==> src/rtl/speech_phoneme_queue_pkg.sv <==
// Shared constants for the speech phoneme queue: FSM state codes, register offsets
// and STATUS/CONTROL bit positions.
package speech_phoneme_queue_pkg;

    localparam logic [1:0] B_IDLE  = 2'd0;
    localparam logic [1:0] B_ACK   = 2'd1;
    localparam logic [1:0] B_HOLD  = 2'd2;

    localparam logic [1:0] P_IDLE  = 2'd0;
    localparam logic [1:0] P_START = 2'd1;
    localparam logic [1:0] P_PLAY  = 2'd2;

    localparam logic [1:0] REG_DATA = 2'b00;
    localparam logic [1:0] REG_CTRL = 2'b01;

    localparam int ST_EMPTY     = 0;
    localparam int ST_FULL      = 1;
    localparam int ST_PLAYING   = 2;
    localparam int ST_DONE      = 3;
    localparam int ST_COUNT_LSB = 8;

    localparam int CTRL_FLUSH  = 0;
    localparam int CTRL_IRQ_EN = 1;

    function automatic logic [15:0] ctrl_readback(input logic irq_en);
        return {14'b0, irq_en, 1'b0};
    endfunction

endpackage

==> src/rtl/speech_phoneme_queue_if.sv <==
// 68k-side bus bundle for the phoneme queue: the CPU drives the master side,
// the queue answers on the slave side.
interface speech_phoneme_queue_if;
    logic        VoiceControl_H;
    logic        AS_L;
    logic        RW;
    logic        LDS_L;
    logic [1:0]  Address;
    logic [15:0] DataIn;
    logic [15:0] DataOut;
    logic        VoiceDtack_L;

    modport master (
        output VoiceControl_H, AS_L, RW, LDS_L, Address, DataIn,
        input  DataOut, VoiceDtack_L
    );

    modport slave (
        input  VoiceControl_H, AS_L, RW, LDS_L, Address, DataIn,
        output DataOut, VoiceDtack_L
    );
endinterface

==> src/rtl/speech_phoneme_queue_sync_fifo.sv <==
// Single-clock FIFO with flush; occupancy counter is one bit wider than the
// pointers so full and empty are distinguished without a spare slot.
module speech_phoneme_queue_sync_fifo #(
    parameter int DEPTH = 16,
    parameter int WIDTH = 8
) (
    input  logic                     i_clk,
    input  logic                     i_rst_n,
    input  logic                     i_push,
    input  logic                     i_pop,
    input  logic                     i_flush,
    input  logic [WIDTH-1:0]         i_wdata,
    output logic [WIDTH-1:0]         o_rdata,
    output logic                     o_full,
    output logic                     o_empty,
    output logic [$clog2(DEPTH):0]   o_count
);
    localparam int AW = $clog2(DEPTH);
    localparam int CW = AW + 1;

    logic [WIDTH-1:0] r_mem [DEPTH];
    logic [AW-1:0]    r_wr_ptr;
    logic [AW-1:0]    r_rd_ptr;
    logic [CW-1:0]    r_count;
    logic             w_do_push;
    logic             w_do_pop;

    assign o_full    = (r_count == CW'(DEPTH));
    assign o_empty   = (r_count == '0);
    assign o_count   = r_count;
    assign o_rdata   = r_mem[r_rd_ptr];
    assign w_do_pop  = i_pop & ~o_empty;
    assign w_do_push = i_push & (~o_full | w_do_pop);

    always_ff @(posedge i_clk or negedge i_rst_n) begin
        if (!i_rst_n) begin
            r_wr_ptr <= '0;
            r_rd_ptr <= '0;
            r_count  <= '0;
        end else if (i_flush) begin
            r_wr_ptr <= '0;
            r_rd_ptr <= '0;
            r_count  <= '0;
        end else begin
            if (w_do_push) r_wr_ptr <= r_wr_ptr + AW'(1);
            if (w_do_pop)  r_rd_ptr <= r_rd_ptr + AW'(1);
            case ({w_do_push, w_do_pop})
                2'b10:   r_count <= r_count + CW'(1);
                2'b01:   r_count <= r_count - CW'(1);
                default: r_count <= r_count;
            endcase
        end
    end

    always_ff @(posedge i_clk) begin
        if (w_do_push && !i_flush) r_mem[r_wr_ptr] <= i_wdata;
    end

endmodule

==> src/rtl/speech_phoneme_queue.sv <==
// CPU phoneme queue: 68k bus slave that pushes codes into a FIFO, plus a playback
// sequencer that hands each code to the synthesiser and flags end of utterance.
module speech_phoneme_queue
    import speech_phoneme_queue_pkg::*;
#(
    parameter int DEPTH     = 16,
    parameter int PHONEME_W = 8
) (
    input  logic                  Clk,
    input  logic                  Reset_L,
    speech_phoneme_queue_if.slave bus,
    output logic                  VoiceIRQ_L,
    output logic [PHONEME_W-1:0]  phoneme_sel,
    output logic                  start_phoneme_output,
    input  logic                  phoneme_speech_busy,
    input  logic                  phoneme_speech_finish
);
    localparam int CNT_W = $clog2(DEPTH) + 1;

    logic [1:0]           r_bus_state;
    logic [1:0]           r_play_state;
    logic                 r_dtack_n;
    logic                 r_irq_n;
    logic                 r_irq_en;
    logic                 r_done;
    logic                 r_status_rd;
    logic [15:0]          r_rd_data;
    logic [PHONEME_W-1:0] r_phoneme;

    logic                 w_sel;
    logic                 w_data_wr;
    logic                 w_stall;
    logic                 w_access;
    logic                 w_push;
    logic                 w_ctrl_wr;
    logic                 w_flush;
    logic                 w_pop;
    logic                 w_done_clr;
    logic                 w_full;
    logic                 w_empty;
    logic [PHONEME_W-1:0] w_head;
    logic [CNT_W-1:0]     w_count;
    logic [15:0]          w_status;
    logic [15:0]          w_rd_mux;
    logic                 w_unused_data;

    // A DATA write that would overflow is not acknowledged; the CPU simply waits.
    assign w_sel      = bus.VoiceControl_H & ~bus.AS_L & (r_bus_state == B_IDLE);
    assign w_data_wr  = ~bus.RW & ~bus.LDS_L & (bus.Address == REG_DATA);
    assign w_stall    = w_data_wr & w_full;
    assign w_access   = w_sel & ~w_stall;
    assign w_push     = w_access & w_data_wr;
    assign w_ctrl_wr  = w_access & ~bus.RW & ~bus.LDS_L & (bus.Address == REG_CTRL);
    assign w_flush    = w_ctrl_wr & bus.DataIn[CTRL_FLUSH];
    assign w_pop      = (r_play_state == P_IDLE) & ~w_empty & ~phoneme_speech_busy;
    assign w_done_clr = (r_bus_state == B_HOLD) & bus.AS_L & r_status_rd;
    assign w_unused_data = ^bus.DataIn;

    speech_phoneme_queue_sync_fifo #(
        .DEPTH (DEPTH),
        .WIDTH (PHONEME_W)
    ) u_fifo (
        .i_clk   (Clk),
        .i_rst_n (Reset_L),
        .i_push  (w_push),
        .i_pop   (w_pop),
        .i_flush (w_flush),
        .i_wdata (bus.DataIn[PHONEME_W-1:0]),
        .o_rdata (w_head),
        .o_full  (w_full),
        .o_empty (w_empty),
        .o_count (w_count)
    );

    always_comb begin
        w_status                          = '0;
        w_status[ST_COUNT_LSB +: CNT_W]   = w_count;
        w_status[ST_DONE]                 = r_done;
        w_status[ST_PLAYING]              = (r_play_state != P_IDLE);
        w_status[ST_FULL]                 = w_full;
        w_status[ST_EMPTY]                = w_empty;
    end

    always_comb begin
        w_rd_mux = '0;
        if (bus.RW) begin
            case (bus.Address)
                REG_DATA: w_rd_mux = w_status;
                REG_CTRL: w_rd_mux = ctrl_readback(r_irq_en);
                default:  w_rd_mux = '0;
            endcase
        end
    end

    // Read data is captured at access time so it stays stable for the whole cycle.
    always_ff @(posedge Clk or negedge Reset_L) begin
        if (!Reset_L) begin
            r_bus_state <= B_IDLE;
            r_dtack_n   <= 1'b1;
            r_rd_data   <= '0;
            r_status_rd <= 1'b0;
            r_irq_en    <= 1'b0;
        end else begin
            case (r_bus_state)
                B_IDLE: begin
                    if (w_access) begin
                        r_rd_data   <= w_rd_mux;
                        r_status_rd <= bus.RW & (bus.Address == REG_DATA);
                        if (w_ctrl_wr) r_irq_en <= bus.DataIn[CTRL_IRQ_EN];
                        r_bus_state <= B_ACK;
                    end
                end
                B_ACK: begin
                    r_dtack_n   <= 1'b0;
                    r_bus_state <= B_HOLD;
                end
                B_HOLD: begin
                    if (bus.AS_L) begin
                        r_dtack_n   <= 1'b1;
                        r_rd_data   <= '0;
                        r_status_rd <= 1'b0;
                        r_bus_state <= B_IDLE;
                    end
                end
                default: r_bus_state <= B_IDLE;
            endcase
        end
    end

    always_ff @(posedge Clk or negedge Reset_L) begin
        if (!Reset_L) begin
            r_play_state <= P_IDLE;
            r_phoneme    <= '0;
        end else begin
            case (r_play_state)
                P_IDLE: begin
                    if (w_pop) begin
                        r_phoneme    <= w_head;
                        r_play_state <= P_START;
                    end
                end
                P_START: r_play_state <= P_PLAY;
                P_PLAY:  if (phoneme_speech_finish) r_play_state <= P_IDLE;
                default: r_play_state <= P_IDLE;
            endcase
        end
    end

    // A fresh end-of-utterance wins over a STATUS read clearing in the same cycle.
    always_ff @(posedge Clk or negedge Reset_L) begin
        if (!Reset_L) begin
            r_done  <= 1'b0;
            r_irq_n <= 1'b1;
        end else begin
            if ((r_play_state == P_PLAY) && phoneme_speech_finish && w_empty)
                r_done <= 1'b1;
            else if (w_done_clr)
                r_done <= 1'b0;
            r_irq_n <= ~(r_done & r_irq_en);
        end
    end

    assign bus.DataOut          = r_rd_data;
    assign bus.VoiceDtack_L     = r_dtack_n;
    assign VoiceIRQ_L           = r_irq_n;
    assign phoneme_sel          = r_phoneme;
    assign start_phoneme_output = (r_play_state == P_START);

endmodule

==> src/flat_wrapper.sv <==
// flat-port wrapper written by rule: the top's interface ports become plain ports
module speech_phoneme_queue_flat import speech_phoneme_queue_pkg::*;
#(
    parameter int DEPTH     = 16,
    parameter int PHONEME_W = 8
)
  (Clk, Reset_L, VoiceIRQ_L, phoneme_sel, start_phoneme_output, phoneme_speech_busy, phoneme_speech_finish, bus_VoiceControl_H, bus_AS_L, bus_RW, bus_LDS_L, bus_Address, bus_DataIn, bus_DataOut, bus_VoiceDtack_L);
  speech_phoneme_queue_if bus_i ();
  input  logic Clk;
  input  logic Reset_L;
  output logic VoiceIRQ_L;
  output logic [PHONEME_W-1:0] phoneme_sel;
  output logic start_phoneme_output;
  input  logic phoneme_speech_busy;
  input  logic phoneme_speech_finish;
  input wire logic [$bits(bus_i.VoiceControl_H)-1:0] bus_VoiceControl_H;
  input wire logic [$bits(bus_i.AS_L)-1:0] bus_AS_L;
  input wire logic [$bits(bus_i.RW)-1:0] bus_RW;
  input wire logic [$bits(bus_i.LDS_L)-1:0] bus_LDS_L;
  input wire logic [$bits(bus_i.Address)-1:0] bus_Address;
  input wire logic [$bits(bus_i.DataIn)-1:0] bus_DataIn;
  output wire logic [$bits(bus_i.DataOut)-1:0] bus_DataOut;
  output wire logic [$bits(bus_i.VoiceDtack_L)-1:0] bus_VoiceDtack_L;
  assign bus_i.VoiceControl_H = bus_VoiceControl_H;
  assign bus_i.AS_L = bus_AS_L;
  assign bus_i.RW = bus_RW;
  assign bus_i.LDS_L = bus_LDS_L;
  assign bus_i.Address = bus_Address;
  assign bus_i.DataIn = bus_DataIn;
  assign bus_DataOut = bus_i.DataOut;
  assign bus_VoiceDtack_L = bus_i.VoiceDtack_L;
  speech_phoneme_queue #(.DEPTH(DEPTH), .PHONEME_W(PHONEME_W)) u_core (.Clk(Clk), .Reset_L(Reset_L), .bus(bus_i), .VoiceIRQ_L(VoiceIRQ_L), .phoneme_sel(phoneme_sel), .start_phoneme_output(start_phoneme_output), .phoneme_speech_busy(phoneme_speech_busy), .phoneme_speech_finish(phoneme_speech_finish));
endmodule
==> config.mk <==
export PLATFORM = sky130hd
export DESIGN_NAME = speech_phoneme_queue_flat
export DESIGN_NICKNAME = d
export VERILOG_FILES = /design/src/rtl/speech_phoneme_queue_pkg.sv /design/src/rtl/speech_phoneme_queue_if.sv /design/src/rtl/speech_phoneme_queue_sync_fifo.sv /design/src/rtl/speech_phoneme_queue.sv /design/src/flat_wrapper.sv
export SDC_FILE = /design/constraint.sdc
export NUM_CORES = 1
export LEC_CHECK = 0
export CELL_PAD_IN_SITES_DETAIL_PLACEMENT = 0
export CELL_PAD_IN_SITES_GLOBAL_PLACEMENT = 1
export CORE_ASPECT_RATIO = 1.1
export CORE_UTILIZATION = 39
export DETAILED_ROUTE_END_ITERATION = 16
export PLACE_DENSITY = 0.68
export SYNTH_ARGS = -nofsm -noshare
export SYNTH_HDL_FRONTEND = slang
export SYNTH_SLANG_ARGS = --single-unit
==> constraint.sdc <==
create_clock -name Clk -period 6.2 [get_ports Clk]
set_input_delay 1.24 -clock Clk [delete_from_list [all_inputs] [get_ports Clk]]
set_output_delay 1.24 -clock Clk [all_outputs]
set_load 0.1 [all_outputs]
==> metrics.md <==
| Metric | Value |
|---|---|
| Status | `finished clean` |
| FMAX | `251 MHz` |
| Clock root cell | `clkbuf_16` |
| Footprint of the multi-input gates | `1860 um^2` |
| Reg area | `4820 um^2` |
| Drt pass-1 iters | `4` |
| CTS Buf Count | `17` |
| Crit Path Category | `in -> reg` |
| Share of cells above drive strength 1 | `18.7%` |
| Final min period | `roughly 4 ns` |
| Final count of hold timing violations | `0` |
| Worst setup startpoint | `bus_Address[0]` |
| Min-delay worst type | `reg -> reg` |
| Max-cap violation count | `0` |
| Async SR Flop Fraction | `around a quarter` |
| Post-synth EDFFs | `128` |
| Later-pin clock latency in the skew report | `between 0.4 and 0.5 ns` |
| Antenna Nets Post-Route | `0` |
| Count of unique library cells instantiated by Yosys | `52` |
| Final wirelength | `13500 um` |
| RR Startpoint | `u_core.u_fifo.o_count[2]` |
| Die H | `approximately 140 um` |
| # setup viols final | `0` |
| Vias | `~3500` |
| Post-synthesis sequential area ratio | `70.5%` |
| Antenna Cells | `0` |
| RD Place Congestion | `0.740` |
| Cell area after synthesis | `between 6000 and 7000 um^2` |
| Post-DP HPWL | `8470 um` |
| First-pass GRT wire length | `20800 um` |
| CTS tree | `done` |
| Pin count of the biggest net entering global routing | `40` |
| Slew Viols, Final | `0` |
| Clk_skew | `0.00659 ns` |
| Vias/cell | `about 5.2` |
| Peak VDD IR | `about 0.00027 V` |
| Wire per inst | `between 15 and 20 um` |
| Htree depth | `4` |
| Std cell rows | `50` |
| # fillers | `1458` |
| Commonest non-fill, non-tap cell in the layout | `edfxtp_1` |
| Worst Setup EP | `u_core.u_fifo.o_count[4]` |
| Reg2Reg Capture Point | `u_core.u_fifo.o_count[4]` |
| Fin nets | `468` |
| Worst-Margin Slew | `slightly above 1 ns` |
| Post-Syn Instances | `393` |
| Area Growth Syn to Fin | `17.1%` |
| Worst Setup Slack, final | `2.22 ns` |
| Initial antenna violation count | `0` |
| Commonest cells after routing, fill and taps aside | `edfxtp_1, clkdlybuf4s50_1, dfrtp_1` |
| PwrDens | `441 nW/um^2` |
| Flops & latches, synth | `around 170` |
| IO Pins | `53` |
| Number of global-route vias before repair | `about 3700` |
| Ys flop type | `edfxtp_1` |
| Worst reg2reg path depth | `9` |
| Port Buffer Count | `37` |
| Grt total ovfl | `0` |
| Post-CTS Setup Bufs | `0` |
| Reg clk slew, reported paths | `0.06 ns` |
| # DRC | `0` |
| Core Area | `17100 um^2` |
| Die Width | `128 um` |
| Ys Warns | `0` |
| WP data arrival | `4.29 ns` |
| CP endpoint kind | `flip-flop` |
| Register-to-register setup slack | `about 2.8 ns` |
| Starting Density | `40.0%` |
| Gr usage total | `16.2%` |
| Post-CTS sizing | `0` |
| Rel. slew slack | `32.4%` |
| Iter 0 DRT Violations | `roughly 170` |
| Crit path launch type | `primary input` |
| Place WS | `about 1.8 ns` |
| Die area | `18100 um^2` |
| Syn Area/Cell | `17.4 um^2` |
| Crit share post-route | `64.2%` |
| Max clock buf depth | `2` |
| Setup total negative slack | `0 ns` |
| Leak | `2.79 nW` |
| Sink Count | `167` |
| RSZ-0062 raised after global routing | `false` |
| Crit path max fanout | `15` |
| Post-cts hold buffer count | `0` |
| Worst path required time | `about 6.5 ns` |
## layout make-up
class	count	area share, %
flip-flops and latches	167	60.2
clock buffers	19	5.41
well taps	234	3.66
repair buffers	44	5.22
inverters	10	0.469
clock inverters	13	1.81
multi-input cells	196	23.2
## critical path, stage by stage
cell and delay, ns:
clkdlybuf4s50_1 0.50, nor4_1 0.61, o211a_4 0.39, nor2_1 0.08, xor2_1 0.17, ha_1 0.23
or4_1 0.46, nor4_4 0.20, a211oi_1 0.10, a2111oi_2 0.32
## sequential cells by signal, indices dropped and copies added, names as in the netlist
| signal | cells |
|---|---|
| u_core.VoiceIRQ_L | 1 |
| u_core.bus.DataOut | 9 |
| u_core.u_fifo.r_mem | 128 |
| u_core.u_fifo.r_rd_ptr | 4 |
| u_core.r_done | 1 |
| u_core.r_bus_state | 2 |
| u_core.u_fifo.o_count | 5 |
| u_core.r_play_state | 2 |
| u_core.phoneme_sel | 8 |
| u_core.bus.VoiceDtack_L | 1 |
| u_core.r_status_rd | 1 |
| u_core.r_irq_en | 1 |
| u_core.u_fifo.r_wr_ptr | 4 |
## stage by stage
stage               cells  total power, mW  instance area (um^2)  hold slack (ns)  utilization [%]
finish                683             3.53                  8010            0.447             46.9
detailed placement    651             2.54                  7430            0.433             43.5
global route          683             3.68                  8010            0.458             46.9
floorplan             399             2.27                  6860            0.392                -
CTS                   683             3.57                  8010            0.442             46.9
global placement      651             2.52                  7430            0.435             43.5
## cells in the mapped netlist, types with 3 or more instances
master / n / share of area, %
edfxtp_1: 128 / 56
dfrtp_1: 37 / 14
mux4_2: 32 / 11
nand2_1: 21 / 1.2
mux2i_1: 17 / 2.5
nor2_1: 15 / 0.82
nor3_1: 10 / 0.73
and2_1: 9 / 0.82
clkbuf_1: 9 / 0.49
inv_1: 9 / 0.49
a22o_1: 8 / 1.0
o221ai_1: 8 / 1.0
buf_2: 7 / 0.51
buf_4: 7 / 0.77
ha_1: 6 / 1.1
nand3_1: 6 / 0.44
xor2_1: 5 / 0.64
a21oi_1: 4 / 0.29
a21o_1: 3 / 0.33
nand2b_1: 3 / 0.27
nor2b_1: 3 / 0.27
o21ai_0: 3 / 0.22
xnor2_1: 3 / 0.38
## kinds of logic after synthesis
logic type                 synth area share, %
muxes                                     13.2
and+or+nand+nor                           7.30
xor gates and xnor gates                  1.02
DFF                                       70.5
buffers and inverters                     2.60
adders and majority gates                 1.10
other                                   0.0549
AOI/OAI and AO/OA                         4.19
## worst min-delay path by stage
stage | startpoint | endpoint | slack, ns | cells past startpoint
after detailed placement | u_core.r_done | u_core.VoiceIRQ_L | 0.43 | 1
after floorplan | u_core.r_irq_en | u_core.VoiceIRQ_L | 0.39 | 1
after CTS | u_core.r_done | u_core.VoiceIRQ_L | 0.44 | 1
after global routing | u_core.r_done | u_core.VoiceIRQ_L | 0.46 | 1
final | u_core.r_done | u_core.VoiceIRQ_L | 0.45 | 1
after global placement | u_core.r_done | u_core.VoiceIRQ_L | 0.43 | 1
## metal layers
layer	track usage [%]	vias up	wire (um)
met3	3.91	16	486
met1	19.6	1822	5720
met5	0	-	0
met4	5.76	0	201
met2	28.0	76	7060
li1	-	1607	-
## report_power, final
part           internal [mW]  switching (mW)
combinational          0.414           0.698
sequential              1.30          0.0904
clock                  0.597           0.434
Power figures use the tool's default switching activity.
